$ cat config.mk
export PLATFORM = sky130hd
export DESIGN_NAME = vga_scan_controller_flat
export DESIGN_NICKNAME = d
export VERILOG_FILES = /design/src/rtl/vga_timing_pkg.sv /design/src/rtl/vga_scan_controller_if.sv /design/src/rtl/vga_delay_line.sv /design/src/rtl/vga_scan_controller.sv /design/src/flat_wrapper.sv
export SDC_FILE = /design/constraint.sdc
export NUM_CORES = 1
export LEC_CHECK = 0
export CAP_MARGIN = 10
export CORE_MARGIN = 5
export CORE_UTILIZATION = 45
export DETAILED_ROUTE_END_ITERATION = 8
export GPL_TIMING_DRIVEN = 0
export PLACE_DENSITY = 0.74
export SLEW_MARGIN = 20
export SYNTH_ARGS = -nofsm -noshare
export SYNTH_HDL_FRONTEND = slang
export SYNTH_HIERARCHICAL = 1
export SYNTH_SLANG_ARGS = --single-unit
$ cat constraint.sdc
create_clock -name clock -period 4.6 [get_ports clock]
set_input_delay 0.92 -clock clock [delete_from_list [all_inputs] [get_ports clock]]
set_output_delay 0.92 -clock clock [all_outputs]
set_load 0.01 [all_outputs]
$ cat src/rtl/vga_timing_pkg.sv
`default_nettype none
// ============================================================================
// Module   : vga_timing_pkg
// Brief    : 640x480@60 scan timing constants and shared scan-control types.
// Revision : 1.0
// ============================================================================
package vga_timing_pkg;

    localparam int c_H_VISIBLE = 640;
    localparam int c_H_FRONT   = 16;
    localparam int c_H_SYNC    = 96;
    localparam int c_H_BACK    = 48;
    localparam int c_H_TOTAL   = c_H_VISIBLE + c_H_FRONT + c_H_SYNC + c_H_BACK;

    localparam int c_V_VISIBLE = 480;
    localparam int c_V_FRONT   = 10;
    localparam int c_V_SYNC    = 2;
    localparam int c_V_BACK    = 33;
    localparam int c_V_TOTAL   = c_V_VISIBLE + c_V_FRONT + c_V_SYNC + c_V_BACK;

    localparam int c_FRAME_W      = 640;
    localparam int c_FRAME_H      = 480;
    localparam int c_FRAME_CYCLES = c_H_TOTAL * c_V_TOTAL;
    // Digit sprites live directly above the framebuffer in the shared memory map
    localparam int c_SPRITE_BASE  = c_FRAME_W * c_FRAME_H;

    localparam int c_ADDR_W  = 19;
    localparam int c_COLOR_W = 24;

    typedef struct packed {
        logic visible;
        logic sync_h;
        logic sync_v;
    } scan_ctl_t;

    function automatic logic [c_ADDR_W-1:0] f_pixel_addr(input int x, input int y);
        return c_ADDR_W'(y * c_FRAME_W + x);
    endfunction

endpackage
`default_nettype wire

$ cat src/rtl/vga_scan_controller_if.sv
`default_nettype none
// ============================================================================
// Module   : vga_scan_controller_if
// Brief    : Framebuffer fetch and VGA pin bundle of the scan controller.
// Revision : 1.0
// ============================================================================
interface vga_scan_controller_if;
    import vga_timing_pkg::*;

    logic [c_ADDR_W-1:0]  curAddress;
    logic [c_COLOR_W-1:0] colorIn;
    logic [7:0]           vga_r;
    logic [7:0]           vga_g;
    logic [7:0]           vga_b;
    logic                 vga_hs;
    logic                 vga_vs;
    logic                 vga_blank_n;
    logic                 frame_start;

    modport master (
        output curAddress, vga_r, vga_g, vga_b, vga_hs, vga_vs, vga_blank_n, frame_start,
        input  colorIn
    );

    modport slave (
        input  curAddress, vga_r, vga_g, vga_b, vga_hs, vga_vs, vga_blank_n, frame_start,
        output colorIn
    );
endinterface
`default_nettype wire

$ cat src/rtl/vga_delay_line.sv
`default_nettype none
// ============================================================================
// Module   : vga_delay_line
// Brief    : Parameterised width/depth shift register with async reset value.
// Revision : 1.0
// ============================================================================
module vga_delay_line #(
    parameter int               WIDTH     = 3,
    parameter int               DEPTH     = 2,
    parameter logic [WIDTH-1:0] RESET_VAL = '0
) (
    input  wire             clk,
    input  wire             rst,
    input  wire [WIDTH-1:0] i_d,
    output wire [WIDTH-1:0] o_q
);
    logic [WIDTH-1:0] r_stage [DEPTH];

    always_ff @(posedge clk or posedge rst) begin
        if (rst) begin
            for (int i = 0; i < DEPTH; i++) begin
                r_stage[i] <= RESET_VAL;
            end
        end else begin
            r_stage[0] <= i_d;
            for (int i = 1; i < DEPTH; i++) begin
                r_stage[i] <= r_stage[i-1];
            end
        end
    end

    assign o_q = r_stage[DEPTH-1];
endmodule
`default_nettype wire

$ cat src/rtl/vga_scan_controller.sv
`default_nettype none
// ============================================================================
// Module   : vga_scan_controller
// Brief    : VGA raster scanner: framebuffer address fetch, latency-matched
//            sync/blank pipeline and registered DAC outputs.
// Revision : 1.0
// ============================================================================
module vga_scan_controller
    import vga_timing_pkg::*;
#(
    parameter int READ_LATENCY = 2,   // legal 1..4
    parameter int H_VISIBLE    = c_H_VISIBLE,
    parameter int H_FRONT      = c_H_FRONT,
    parameter int H_SYNC       = c_H_SYNC,
    parameter int H_BACK       = c_H_BACK,
    parameter int V_VISIBLE    = c_V_VISIBLE,
    parameter int V_FRONT      = c_V_FRONT,
    parameter int V_SYNC       = c_V_SYNC,
    parameter int V_BACK       = c_V_BACK
) (
    input  wire                   clock,
    input  wire                   reset,
    vga_scan_controller_if.master bus
);
    localparam int H_TOTAL  = H_VISIBLE + H_FRONT + H_SYNC + H_BACK;
    localparam int V_TOTAL  = V_VISIBLE + V_FRONT + V_SYNC + V_BACK;
    localparam int HCW      = $clog2(H_TOTAL);
    localparam int VCW      = $clog2(V_TOTAL);
    localparam int PIX_LAST = H_VISIBLE * V_VISIBLE - 1;

    logic [HCW-1:0]      r_hcnt;
    logic [HCW-1:0]      w_hcnt_nxt;
    logic [VCW-1:0]      r_vcnt;
    logic [VCW-1:0]      w_vcnt_nxt;
    logic                w_vis;
    logic                w_vis_nxt;
    logic [c_ADDR_W-1:0] r_base;
    logic [c_ADDR_W-1:0] w_base_nxt;
    logic [c_ADDR_W-1:0] r_addr;
    logic                r_frame_start;
    scan_ctl_t           w_ctl;
    scan_ctl_t           w_ctl_dly;
    logic [7:0]          r_r;
    logic [7:0]          r_g;
    logic [7:0]          r_b;
    logic                r_hs;
    logic                r_vs;
    logic                r_blank_n;

    function automatic logic f_visible(input logic [HCW-1:0] h, input logic [VCW-1:0] v);
        return (h < HCW'(H_VISIBLE)) && (v < VCW'(V_VISIBLE));
    endfunction

    always_comb begin
        w_hcnt_nxt = r_hcnt + 1'b1;
        w_vcnt_nxt = r_vcnt;
        if (r_hcnt == HCW'(H_TOTAL - 1)) begin
            w_hcnt_nxt = '0;
            w_vcnt_nxt = (r_vcnt == VCW'(V_TOTAL - 1)) ? '0 : r_vcnt + 1'b1;
        end
    end

    assign w_vis     = f_visible(r_hcnt, r_vcnt);
    assign w_vis_nxt = f_visible(w_hcnt_nxt, w_vcnt_nxt);

    // r_base is the address the next visible fetch will use; it only moves on
    // visible cycles, so lines concatenate without a multiplier.
    always_comb begin
        w_base_nxt = r_base;
        if (w_vis) begin
            w_base_nxt = (r_base == c_ADDR_W'(PIX_LAST)) ? '0 : r_base + 1'b1;
        end
    end

    always_ff @(posedge clock or posedge reset) begin
        if (reset) begin
            r_hcnt        <= '0;
            r_vcnt        <= '0;
            r_base        <= '0;
            r_addr        <= '0;
            r_frame_start <= 1'b0;
        end else begin
            r_hcnt        <= w_hcnt_nxt;
            r_vcnt        <= w_vcnt_nxt;
            r_base        <= w_base_nxt;
            r_addr        <= w_vis_nxt ? w_base_nxt : '0;
            r_frame_start <= (w_hcnt_nxt == '0) && (w_vcnt_nxt == VCW'(V_VISIBLE));
        end
    end

    assign w_ctl.visible = w_vis;
    assign w_ctl.sync_h  = (r_hcnt >= HCW'(H_VISIBLE + H_FRONT)) &&
                           (r_hcnt <  HCW'(H_VISIBLE + H_FRONT + H_SYNC));
    assign w_ctl.sync_v  = (r_vcnt >= VCW'(V_VISIBLE + V_FRONT)) &&
                           (r_vcnt <  VCW'(V_VISIBLE + V_FRONT + V_SYNC));

    vga_delay_line #(
        .WIDTH     ($bits(scan_ctl_t)),
        .DEPTH     (READ_LATENCY),
        .RESET_VAL ('0)
    ) u_ctl_dly (
        .clk (clock),
        .rst (reset),
        .i_d (w_ctl),
        .o_q (w_ctl_dly)
    );

    // Blanking zeroes the DAC so whatever the memory returns there never shows
    always_ff @(posedge clock or posedge reset) begin
        if (reset) begin
            r_r       <= '0;
            r_g       <= '0;
            r_b       <= '0;
            r_hs      <= 1'b1;
            r_vs      <= 1'b1;
            r_blank_n <= 1'b0;
        end else begin
            if (w_ctl_dly.visible) begin
                r_r <= bus.colorIn[23:16];
                r_g <= bus.colorIn[15:8];
                r_b <= bus.colorIn[7:0];
            end else begin
                r_r <= '0;
                r_g <= '0;
                r_b <= '0;
            end
            r_hs      <= ~w_ctl_dly.sync_h;
            r_vs      <= ~w_ctl_dly.sync_v;
            r_blank_n <= w_ctl_dly.visible;
        end
    end

    assign bus.curAddress  = r_addr;
    assign bus.frame_start = r_frame_start;
    assign bus.vga_r       = r_r;
    assign bus.vga_g       = r_g;
    assign bus.vga_b       = r_b;
    assign bus.vga_hs      = r_hs;
    assign bus.vga_vs      = r_vs;
    assign bus.vga_blank_n = r_blank_n;
endmodule
`default_nettype wire

$ cat src/flat_wrapper.sv
// flat-port wrapper written by rule: the top's interface ports become plain ports
module vga_scan_controller_flat import vga_timing_pkg::*;
#(
    parameter int READ_LATENCY = 2,                
    parameter int H_VISIBLE    = c_H_VISIBLE,
    parameter int H_FRONT      = c_H_FRONT,
    parameter int H_SYNC       = c_H_SYNC,
    parameter int H_BACK       = c_H_BACK,
    parameter int V_VISIBLE    = c_V_VISIBLE,
    parameter int V_FRONT      = c_V_FRONT,
    parameter int V_SYNC       = c_V_SYNC,
    parameter int V_BACK       = c_V_BACK
)
  (clock, reset, bus_curAddress, bus_vga_r, bus_vga_g, bus_vga_b, bus_vga_hs, bus_vga_vs, bus_vga_blank_n, bus_frame_start, bus_colorIn);
  vga_scan_controller_if bus_i ();
  input  wire clock;
  input  wire reset;
  output wire logic [$bits(bus_i.curAddress)-1:0] bus_curAddress;
  output wire logic [$bits(bus_i.vga_r)-1:0] bus_vga_r;
  output wire logic [$bits(bus_i.vga_g)-1:0] bus_vga_g;
  output wire logic [$bits(bus_i.vga_b)-1:0] bus_vga_b;
  output wire logic [$bits(bus_i.vga_hs)-1:0] bus_vga_hs;
  output wire logic [$bits(bus_i.vga_vs)-1:0] bus_vga_vs;
  output wire logic [$bits(bus_i.vga_blank_n)-1:0] bus_vga_blank_n;
  output wire logic [$bits(bus_i.frame_start)-1:0] bus_frame_start;
  input wire logic [$bits(bus_i.colorIn)-1:0] bus_colorIn;
  assign bus_curAddress = bus_i.curAddress;
  assign bus_vga_r = bus_i.vga_r;
  assign bus_vga_g = bus_i.vga_g;
  assign bus_vga_b = bus_i.vga_b;
  assign bus_vga_hs = bus_i.vga_hs;
  assign bus_vga_vs = bus_i.vga_vs;
  assign bus_vga_blank_n = bus_i.vga_blank_n;
  assign bus_frame_start = bus_i.frame_start;
  assign bus_i.colorIn = bus_colorIn;
  vga_scan_controller #(.READ_LATENCY(READ_LATENCY), .H_VISIBLE(H_VISIBLE), .H_FRONT(H_FRONT), .H_SYNC(H_SYNC), .H_BACK(H_BACK), .V_VISIBLE(V_VISIBLE), .V_FRONT(V_FRONT), .V_SYNC(V_SYNC), .V_BACK(V_BACK)) u_core (.clock(clock), .reset(reset), .bus(bus_i));
endmodule
==> summary.md <==
| Metric | Value |
|---|---|
| Outcome | `complete, no violations` |
| Drt pass-1 iters | `4` |
| Antenna-violating nets left | `0` |
| Vert. Die Dim | `107.5 µm` |
| Peak VDD IR | `0.1179 mV` |
| Max cap viols | `0` |
| Setup Buffers After CTS | `0` |
| CP Capture Type | `register` |
| CTS Hold Bufs | `0` |
| FF+latch count, synth | `92` |
| Pins Over Slew Limit | `0` |
| Worst-path clk slew | `roughly 100 ps` |
| WL per Instance | `14.77 µm` |
| Port-buffer cells | `72` |
| F_max | `approximately 360 MHz` |
| Min-delay src | `u_core/u_ctl_dly/r_stage[4]` |
| Library cells used by synthesis | `60` |
| Clock latency on the worst-skew pair | `between 300 and 400 ps` |
| Antenna cells | `0` |
| Top-count cell post-synth | `dfrtp_1` |
| Leakage dissipation | `about 2.3 nW` |
| Slew margin rel. | `37.48%` |
| Starting DRT DRC Count | `196` |
| CTS tree | `yes` |
| CTS sink count | `92` |
| Hold path endpoint | `u_core/u_ctl_dly/o_q[1]` |
| Grt ovf | `0` |
| Critical Path Max Stage Delay | `770 ps` |
| IO Pins | `73` |
| Worst Path Max Fanout | `10` |
| PnR worst setup slack | `1807 ps` |
| Final #Nets | `510` |
| Longest Clk Path Bufs | `2` |
| Die area | `11570 µm²` |
| Final setup fails | `0` |
| Die W | `107.5 µm` |
| Critical path launch point type | `register` |
| Final Skew | `14.87 ps` |
| Cell family with most CP delay | `simple AND/OR/NAND/NOR gates` |
| Register-to-Register Path Depth | `8` |
| Fin crit share | `around three fifths` |
| Global-route wire length before repair | `15530 µm` |
| Placer Congestion | `0.8602` |
| Fraction of layout cells with a size suffix above 1 | `a little under an eighth` |
| Initial Util | `46.34%` |
| H-tree depth | `3` |
| Hold depth | `0` |
| CP max-delay cell | `nor4_4` |
| Initial antenna violation count | `0` |
| Sw Pwr | `0.0003108 W` |
| R2R Setup Slk | `between 1500 and 2000 ps` |
| Synth Net Count | `426` |
| Arr. time, crit path | `3000 ps` |
| Area grow syn2layout | `25.80%` |
| WP buf/inv | `2` |
| Num CTS Buffers | `9` |
| Vias in the first global route | `3267` |
| Vias per Instance | `approximately 5.2` |
| Total Routing Usage GR | `16.67%` |
| Combinational share of power | `5.2%` |
| Dpl ws | `about 1800 ps` |
| Share of the synthesized area in the top cell type | `52.60%` |
| Fin Setup TNS | `0 ps` |
| Net switching share of the total power | `21.80%` |
| Final wirelength | `9053 µm` |
| Synth cell count leaders | `90 x dfrtp_1, 35 x nand2_1, 28 x and2_1` |
| Mapped cell area | `4282 µm²` |
| Clk root buf | `clkbuf_8` |
| Top post-synthesis cells by area | `dfrtp_1 53%, and2_1 4.1%, nand2_1 3.1%` |
| Area leader, netlist | `dfrtp_1` |
| Clock power frac | `37.2%` |
| HP Class | `register to register` |
| Post-DP HPWL | `approximately 6600 µm` |
| Sequential share of the synthesized area | `a little over half` |
| Syn avg cell area | `10.84 µm²` |
| Sequential Power Share | `57.6%` |
| Syn Inst Count | `395` |
| Largest net degree at the start of global routing | `61` |
| PwrDens | `264.7 nW/µm²` |
| Post-route DRC | `0` |
| Total number of vias | `3195` |
| Hold Vio Cnt, Final | `0` |
| Ys flop type | `dfrtp_1` |
| RR Startpoint | `u_core/r_hcnt[0]` |
| Setup Crit Path Kind | `register to register` |
| Req. time, crit path | `4810 ps` |
| Worst r2r dst | `u_core/bus.curAddress[15]` |
| Int Power | `0.001115 W` |
| Yosys warns | `6` |
| Core ar. | `9240 µm²` |
| Unrepaired setup endpoints after global routing | `false` |
| Async S/R FF share, synth | `100.0%` |
| CP Cell Sequence | `ha_1, and3_1, clkbuf_2, nand3_1, o21ai_1, nor4_4, buf_6, a2111oi_0` |
| # rows | `35` |
| Post-synth EDFFs | `0` |
| Fin crit period | `2793 ps` |
| Slew @ Worst Pin | `930.6 ps` |
| PostCTS Resize Cnt | `0` |
-- area by class of cell --
class / instances / area [µm²]
fill: 790 / 3854
sequential: 92 / 2305
multi-input combinational: 253 / 1734
timing repair buffer: 73 / 748.2
buffer: 29 / 163.9
tap: 129 / 161.4
clock buffer: 10 / 127.6
inverter: 21 / 81.33
clock inverter: 6 / 65.06
-- registers in the layout (all words and copies together) (netlist names) --
| signal | count |
|---|---|
| u_core/bus.curAddress | 19 |
| u_core/bus.frame_start | 1 |
| u_core/bus.vga_b | 8 |
| u_core/bus.vga_blank_n | 1 |
| u_core/bus.vga_g | 8 |
| u_core/bus.vga_hs | 1 |
| u_core/bus.vga_r | 8 |
| u_core/bus.vga_vs | 1 |
| u_core/r_base | 19 |
| u_core/r_hcnt | 10 |
| u_core/r_vcnt | 10 |
| u_core/u_ctl_dly/o_q | 3 |
| u_core/u_ctl_dly/r_stage | 3 |
-- power by group through the flow --
stage	sequential, W	clock (W)	combinational (W)
after floorplan	0.000844	0	0.0000189
after global placement	0.000837	0	0.0000721
after detailed placement	0.000838	0	0.0000762
after CTS	0.000821	0.000547	0.0000766
after global routing	0.000823	0.000584	0.0000816
final	0.000821	0.000531	0.0000739
-- metal layers --
layer / routed length (µm) / vias to the layer above / share of wire, % / global-route usage (%)
li1: - / 1557 / - / -
met1: 4101 / 1533 / 45 / 21.79
met2: 4384 / 98 / 48 / 27.40
met3: 482 / 7 / 5.3 / 4.079
met4: 85 / 0 / 0.94 / 5.140
met5: 0 / - / 0 / 0
-- stage by stage --
stage          util [%]  power (W)  cell area (µm²)  hold slack, ps  cells
4_1_cts           58.29   0.001445             5386           346.0    613
2_1_floorplan         -  0.0008625             4282           331.2    395
3_3_place_gp      55.88  0.0009094             5164           333.2    596
5_1_grt           58.29   0.001488             5386           362.1    613
6_report          58.29   0.001426             5386           345.4    613
3_5_place_dp      56.21  0.0009138             5194           338.7    597
-- placed cells by master (no fill, tap or decap), drive strengths merged, types with 3 or more instances in the layout --
cell type,count
a2111oi,11
a21o,5
a21oi,5
a22oi,3
and2,29
and3,9
and4,6
buf,20
clkbuf,20
clkdlybuf4s50,72
clkinv,3
dfrtp,90
ha,5
inv,22
nand2,36
nand3,15
nand4,7
nand4b,3
nor2,14
nor3,10
nor4,14
nor4b,3
o21a,4
o21ai,17
or3,6
or4,3
xnor2,8
xor2,11
-- worst max-delay path by stage --
| stage | from | to | slack, ps | cells past startpoint |
|---|---|---|---|---|
| after floorplan | reset | u_core/bus.curAddress[0] | 1460 | 1 |
| after global placement | reset | u_core/bus.curAddress[4] | 140 | 2 |
| after detailed placement | u_core/r_hcnt[0] | u_core/bus.curAddress[15] | 1820 | 8 |
| after CTS | u_core/r_hcnt[0] | u_core/bus.curAddress[15] | 1800 | 8 |
| after global routing | u_core/r_hcnt[0] | u_core/bus.curAddress[15] | 1630 | 8 |
| final | u_core/r_hcnt[0] | u_core/bus.curAddress[15] | 1810 | 8 |
-- cells by family (layout without fill, tap and decap cells) --
kind of cell / count (synthesis) / after routing / share of synthesized area [%]
xor gates and xnor gates: 19 / 19 / 3.887
DFF: 92 / 92 / 53.83
and+or+nand+nor: 167 / 167 / 23.88
buffers and inverters: 50 / 139 / 5.669
AOI/OAI and AO/OA: 60 / 60 / 10.81
adders and majority gates: 5 / 5 / 1.461
muxes: 2 / 2 / 0.4676
No activity file was read; power rests on OpenSTA's default activity.
